File: config.mk
export PLATFORM = sky130hd
export DESIGN_NAME = dram_arbiter_rr
export DESIGN_NICKNAME = d
export VERILOG_FILES = /design/src/rtl/dram_arbiter_rr.sv
export SDC_FILE = /design/constraint.sdc
export NUM_CORES = 1
export LEC_CHECK = 0
export CORE_ASPECT_RATIO = 0.8
export CORE_MARGIN = 8
export CORE_UTILIZATION = 45
export DETAILED_ROUTE_END_ITERATION = 10
export DONT_BUFFER_PORTS = 1
export REMOVE_ABC_BUFFERS = 1
export SLEW_MARGIN = 25
export SYNTH_ARGS = -nofsm -noshare
export SYNTH_HDL_FRONTEND = slang
export SYNTH_SLANG_ARGS = --single-unit
File: constraint.sdc
create_clock -name Clk -period 3.65 [get_ports Clk]
set_input_delay 0.73 -clock Clk [delete_from_list [all_inputs] [get_ports Clk]]
set_output_delay 0.73 -clock Clk [all_outputs]
set_load 0.02 [all_outputs]
File: src/rtl/dram_arbiter_rr.sv
// Single-port DRAM arbiter for a multi-core array: serves one core request at a
// time (round-robin or fixed priority) and aggregates the per-core done flags.
module dram_arbiter_rr #(
    parameter int WIDTH     = 8,
    parameter int NUM_CORES = 4,
    parameter int READ_LAT  = 1,
    parameter int PRIO_MODE = 0
) (
    input  logic                           Clk,
    input  logic                           RST,
    input  logic [NUM_CORES-1:0]           core_rd,
    input  logic [NUM_CORES-1:0]           core_wr,
    input  logic [NUM_CORES*WIDTH-1:0]     core_addr,
    input  logic [NUM_CORES*WIDTH-1:0]     core_wdata,
    input  logic [NUM_CORES-1:0]           core_done,
    output logic [NUM_CORES-1:0]           core_memAV,
    output logic [WIDTH-1:0]               core_rdata,
    output logic [WIDTH-1:0]               dram_addr,
    output logic [WIDTH-1:0]               dram_wdata,
    output logic                           dram_we,
    output logic                           dram_re,
    input  logic [WIDTH-1:0]               dram_rdata,
    output logic [$clog2(NUM_CORES)-1:0]   grant_id,
    output logic                           busy,
    output logic                           all_done,
    output logic [1:0]                     o_dbg_state
);

    localparam int GW = $clog2(NUM_CORES);
    localparam int CW = $clog2(READ_LAT + 1);

    typedef enum logic [1:0] {
        S_IDLE  = 2'd0,
        S_ISSUE = 2'd1,
        S_WAIT  = 2'd2,
        S_ACK   = 2'd3
    } state_t;

    // Handshake: a core raises core_rd/core_wr (with addr/wdata stable) and holds
    // it; the arbiter answers with a one-cycle core_memAV pulse once the access is done.
    state_t               r_state;
    state_t               w_next;
    logic [NUM_CORES-1:0] w_req;
    logic [GW-1:0]        w_base;
    logic [GW:0]          w_sum;
    logic [GW-1:0]        w_idx;
    logic [GW-1:0]        w_winner;
    logic                 w_found;
    logic [GW-1:0]        r_grant;
    logic [GW-1:0]        r_last_grant;
    logic                 r_is_wr;
    logic [WIDTH-1:0]     r_addr;
    logic [WIDTH-1:0]     r_wdata;
    logic [WIDTH-1:0]     r_rdata;
    logic [CW-1:0]        r_cnt;
    logic                 r_all_done;

    assign w_req = core_rd | core_wr;

    // Search starts one past the last winner in round-robin mode, at core 0 otherwise.
    always_comb begin
        w_base   = '0;
        w_sum    = '0;
        w_idx    = '0;
        w_winner = '0;
        w_found  = 1'b0;
        if (PRIO_MODE == 0 && r_last_grant != GW'(NUM_CORES - 1)) begin
            w_base = r_last_grant + GW'(1);
        end
        for (int k = 0; k < NUM_CORES; k++) begin
            w_sum = {1'b0, w_base} + (GW+1)'(k);
            if (w_sum >= (GW+1)'(NUM_CORES)) begin
                w_sum = w_sum - (GW+1)'(NUM_CORES);
            end
            w_idx = w_sum[GW-1:0];
            if (!w_found && w_req[w_idx]) begin
                w_found  = 1'b1;
                w_winner = w_idx;
            end
        end
    end

    always_ff @(posedge Clk) begin
        if (RST) begin
            r_state <= S_IDLE;
        end else begin
            r_state <= w_next;
        end
    end

    always_comb begin
        w_next = r_state;
        case (r_state)
            S_IDLE:  if (w_found) w_next = S_ISSUE;
            S_ISSUE: w_next = r_is_wr ? S_ACK : S_WAIT;
            S_WAIT:  if (r_cnt == CW'(1)) w_next = S_ACK;
            S_ACK:   w_next = S_IDLE;
            default: w_next = S_IDLE;
        endcase
    end

    always_ff @(posedge Clk) begin
        if (RST) begin
            r_grant      <= '0;
            r_last_grant <= GW'(NUM_CORES - 1);
            r_is_wr      <= 1'b0;
            r_addr       <= '0;
            r_wdata      <= '0;
            r_rdata      <= '0;
            r_cnt        <= '0;
            r_all_done   <= 1'b0;
        end else begin
            r_all_done <= &core_done;
            case (r_state)
                S_IDLE: begin
                    // A simultaneous read+write from one core is served as the write.
                    if (w_found) begin
                        r_grant <= w_winner;
                        r_is_wr <= core_wr[w_winner];
                        r_addr  <= core_addr[w_winner*WIDTH +: WIDTH];
                        r_wdata <= core_wdata[w_winner*WIDTH +: WIDTH];
                    end
                end
                S_ISSUE: begin
                    if (!r_is_wr) r_cnt <= CW'(READ_LAT);
                end
                S_WAIT: begin
                    if (r_cnt == CW'(1)) begin
                        r_rdata <= dram_rdata;
                    end else begin
                        r_cnt <= r_cnt - CW'(1);
                    end
                end
                S_ACK: begin
                    r_last_grant <= r_grant;
                end
                default: ;
            endcase
        end
    end

    always_comb begin
        core_memAV = '0;
        if (r_state == S_ACK) core_memAV[r_grant] = 1'b1;
    end

    assign dram_we     = (r_state == S_ISSUE) && r_is_wr;
    assign dram_re     = (r_state == S_ISSUE) && !r_is_wr;
    assign dram_addr   = r_addr;
    assign dram_wdata  = r_wdata;
    assign core_rdata  = r_rdata;
    assign grant_id    = r_grant;
    assign busy        = (r_state != S_IDLE);
    assign all_done    = r_all_done;
    assign o_dbg_state = r_state;

endmodule
==> results.sh <==
export IMPL_status="finished clean"
export IMPL_hold_path_class="reg -> reg"
export IMPL_r2r_start="o_dbg_state[0]"
export IMPL_grt_pass1_wl_mm=8.300
export IMPL_placed_cell_area_sq_mm=0.001922
export IMPL_fin_worst_skew_ns=0.003183
export IMPL_clock_path_buffers=2
export IMPL_fp_dieH_um=74.11
export IMPL_r2r_end="dram_wdata[0]"
export IMPL_synth_ff_type="dfxtp_1"
export IMPL_drive_gt1_share_pct=12.24
export IMPL_yosysMostFrequentCell="mux2i_1"
export IMPL_fin_setup_tns_ns=0
export IMPL_ys_types=38
export IMPL_crit_chain="ha_1 > inv_1 > nor3b_1"
export IMPL_cts_made_buffers=5
export IMPL_grt_ovfl_total=0
export IMPL_detail_route_antenna_nets=0
export IMPL_postCtsResizedCells=0
export IMPL_crit_start="o_dbg_state[1]"
export IMPL_start_util_pct=46.04
export IMPL_slowest_delay_ns=0.58
export IMPL_dr_pass1_iters=4
export IMPL_crit_path_end="core_memAV[1]"
export IMPL_r2r_slack_ns=1.29
export IMPL_p_leak_nw=0.7691
export IMPL_numPortBuffers=0
export IMPL_critical_path_required_ns=2.92
export IMPL_gp_congestion=0.8205
export IMPL_netlist_area_sq_mm=0.001899
export IMPL_die_area_sq_mm=0.006569
export IMPL_core_sq_mm=0.004125
export IMPL_fin_area_sq_mm=0.002038
export IMPL_fmax_mhz=393.1
export IMPL_hpwl_mm=4.358
export IMPL_ys_seq_area_share_pct=34.78
export IMPL_synth_top_area_share_pct=34.78
export IMPL_p_total_mw=1.624
export IMPL_tightest_slew_ns=0.7282
export IMPL_critPathLaunchType="register"
export IMPL_rr_worst_depth=6
export IMPL_slew_viol_final=0
export IMPL_synthCells=197
export IMPL_grt_max_degree=36
export IMPL_viasPerCell=6.285
export IMPL_yosys_top_cells_area="dfxtp_1 35%, mux2i_1 18%, o221ai_2 7.1%"
export IMPL_crit_type="reg -> out"
export IMPL_period_minus_slack_ns=2.544
export IMPL_rsz0062_at_grt="false"
export IMPL_cts_root_buf="clkbuf_8"
export IMPL_rows=21
export IMPL_synth_edf_count=0
export IMPL_slew_headroom_pct=51.45
export IMPL_utilization_pct=49.41
export IMPL_post_cts_setup_buffer_count=0
export IMPL_drc=0
export IMPL_wl_per_cell_um=21.85
export IMPL_synthTopCellsByCount="34 x mux2i_1, 33 x dfxtp_1, 13 x a21oi_1, 13 x nor2_1, 12 x nand2_1"
export IMPL_critPathMaxFanout=5
export IMPL_syn_avg_cell_area_sq_um=9.641
export IMPL_powerDensity_mw_per_mm2=796.6
export IMPL_antenna_found_initial=0
export IMPL_drt_wl_total_mm=5.528
export IMPL_routed_via_count=1590
export IMPL_ir_drop_uv=318.9
export IMPL_path_clk_slew_ns=0.07
export IMPL_first_global_vias=1670
export IMPL_crit_slowest_cell="nor3b_1"
export IMPL_drt_initial_drc_count=49
export IMPL_synth_top_area_cell="dfxtp_1"
export IMPL_cts_hold_buf=0
export IMPL_synthArstFlopShare_pct=0
export IMPL_drv_cap=0
export IMPL_clock_sinks=33
export IMPL_holdWs_ns=0.4856
export IMPL_ys_ff_latch=33
export IMPL_final_net_count=286
export IMPL_final_hold_violation_count=0
export IMPL_cts_htree_levels=2
export IMPL_cts_tree="yes"
export IMPL_track_usage_pct=16.08
export IMPL_yosys_warnings=0
export IMPL_syn2layout_area_growth_pct=7.312
export IMPL_ioPinCount=122
export IMPL_finalSetupViolCount=0
export IMPL_antenna_cells=0
export IMPL_final_period_utilization_pct=69.70
export IMPL_clkLatencyLatePin_ns=0.28
export IMPL_end_kind="primary output"
export IMPL_chipWidth_um=88.64
export IMPL_crit_arrival_ns=1.81
kinds of logic after synthesis:
kind of cell / count (synthesis) / synth area share, %
multiplexers: 34 / 17.92
AO/OA/AOI/OAI: 52 / 23.52
flip-flops: 33 / 34.78
buffers and inverters: 16 / 4.677
AND/OR/NAND/NOR: 57 / 15.81
adder cells (fa/ha/maj): 5 / 3.294
metrics by stage:
| step | worst slack [ns] | std cells |
|---|---|---|
| floorplan | 0.4057 | 186 |
| global placement | 1.232 | 245 |
| detailed placement | 1.069 | 245 |
| CTS | 1.071 | 253 |
| global route | 0.9980 | 253 |
| finish | 1.106 | 253 |
worst min path at each step:
stage          slack [ns]            start  cells past startpoint              end
4_1_cts              0.50              RST                      1    core_rdata[4]
6_report             0.49  r_last_grant[1]                      2  r_last_grant[1]
2_1_floorplan        0.43  r_last_grant[1]                      2  r_last_grant[1]
3_5_place_dp         0.48  r_last_grant[1]                      2  r_last_grant[1]
3_3_place_gp         0.46  r_last_grant[1]                      2  r_last_grant[1]
5_1_grt              0.49              RST                      1         all_done
metal layers:
layer | global-route usage [%] | vias to the layer above | part of all wire, %
met5 | 0 | - | 0
met3 | 8.499 | 9 | 12
met4 | 4.299 | 0 | 1.5
met2 | 27.18 | 86 | 47
li1 | - | 748 | -
met1 | 17.13 | 747 | 39
cell usage in the layout (no fill, tap or decap), types with 2 or more instances in the layout:
master     n
a21o_1     2
a21oi_1   13
a221oi_1   8
buf_4      2
clkbuf_8   6
dfxtp_1   33
ha_1       5
inv_1      4
mux2i_1   34
nand2_1   12
nand3_1    8
nand3b_1   9
nor2_1    13
nor2b_1    4
nor3_1     2
nor4_1     2
o21bai_1   8
o221ai_2   9
o311ai_1   2
cell type report:
| cell class | instances | area, sq um |
|---|---|---|
| clock buffer | 7 | 86.33 |
| clock inverter | 1 | 30.03 |
| fill | 403 | 2087 |
| inverter | 5 | 18.77 |
| multi-input combinational | 148 | 1156 |
| sequential | 33 | 660.6 |
| tap | 57 | 71.32 |
| timing repair buffer | 2 | 15.01 |
flip-flops by register name (all words and copies together), names as in the netlist, 2 cells and up:
register,flops
core_rdata,8
dram_addr,8
dram_wdata,8
grant_id,2
o_dbg_state,2
r_last_grant,2
worst max-delay path: cells and delay by family, from the launching register on:
kind / cells / cell delay (ns)
simple gates: 1 / 0.58
flops: 1 / 0.55
fa+ha+maj: 1 / 0.31
buf+inv: 1 / 0.10
where the power goes:
part           internal, mW  switching [mW]  total (mW)
clock                 0.223           0.136       0.359
sequential            0.476           0.236       0.712
combinational         0.220           0.333       0.553
total                 0.918           0.705        1.62
No activity file was read; power rests on OpenSTA's default activity.
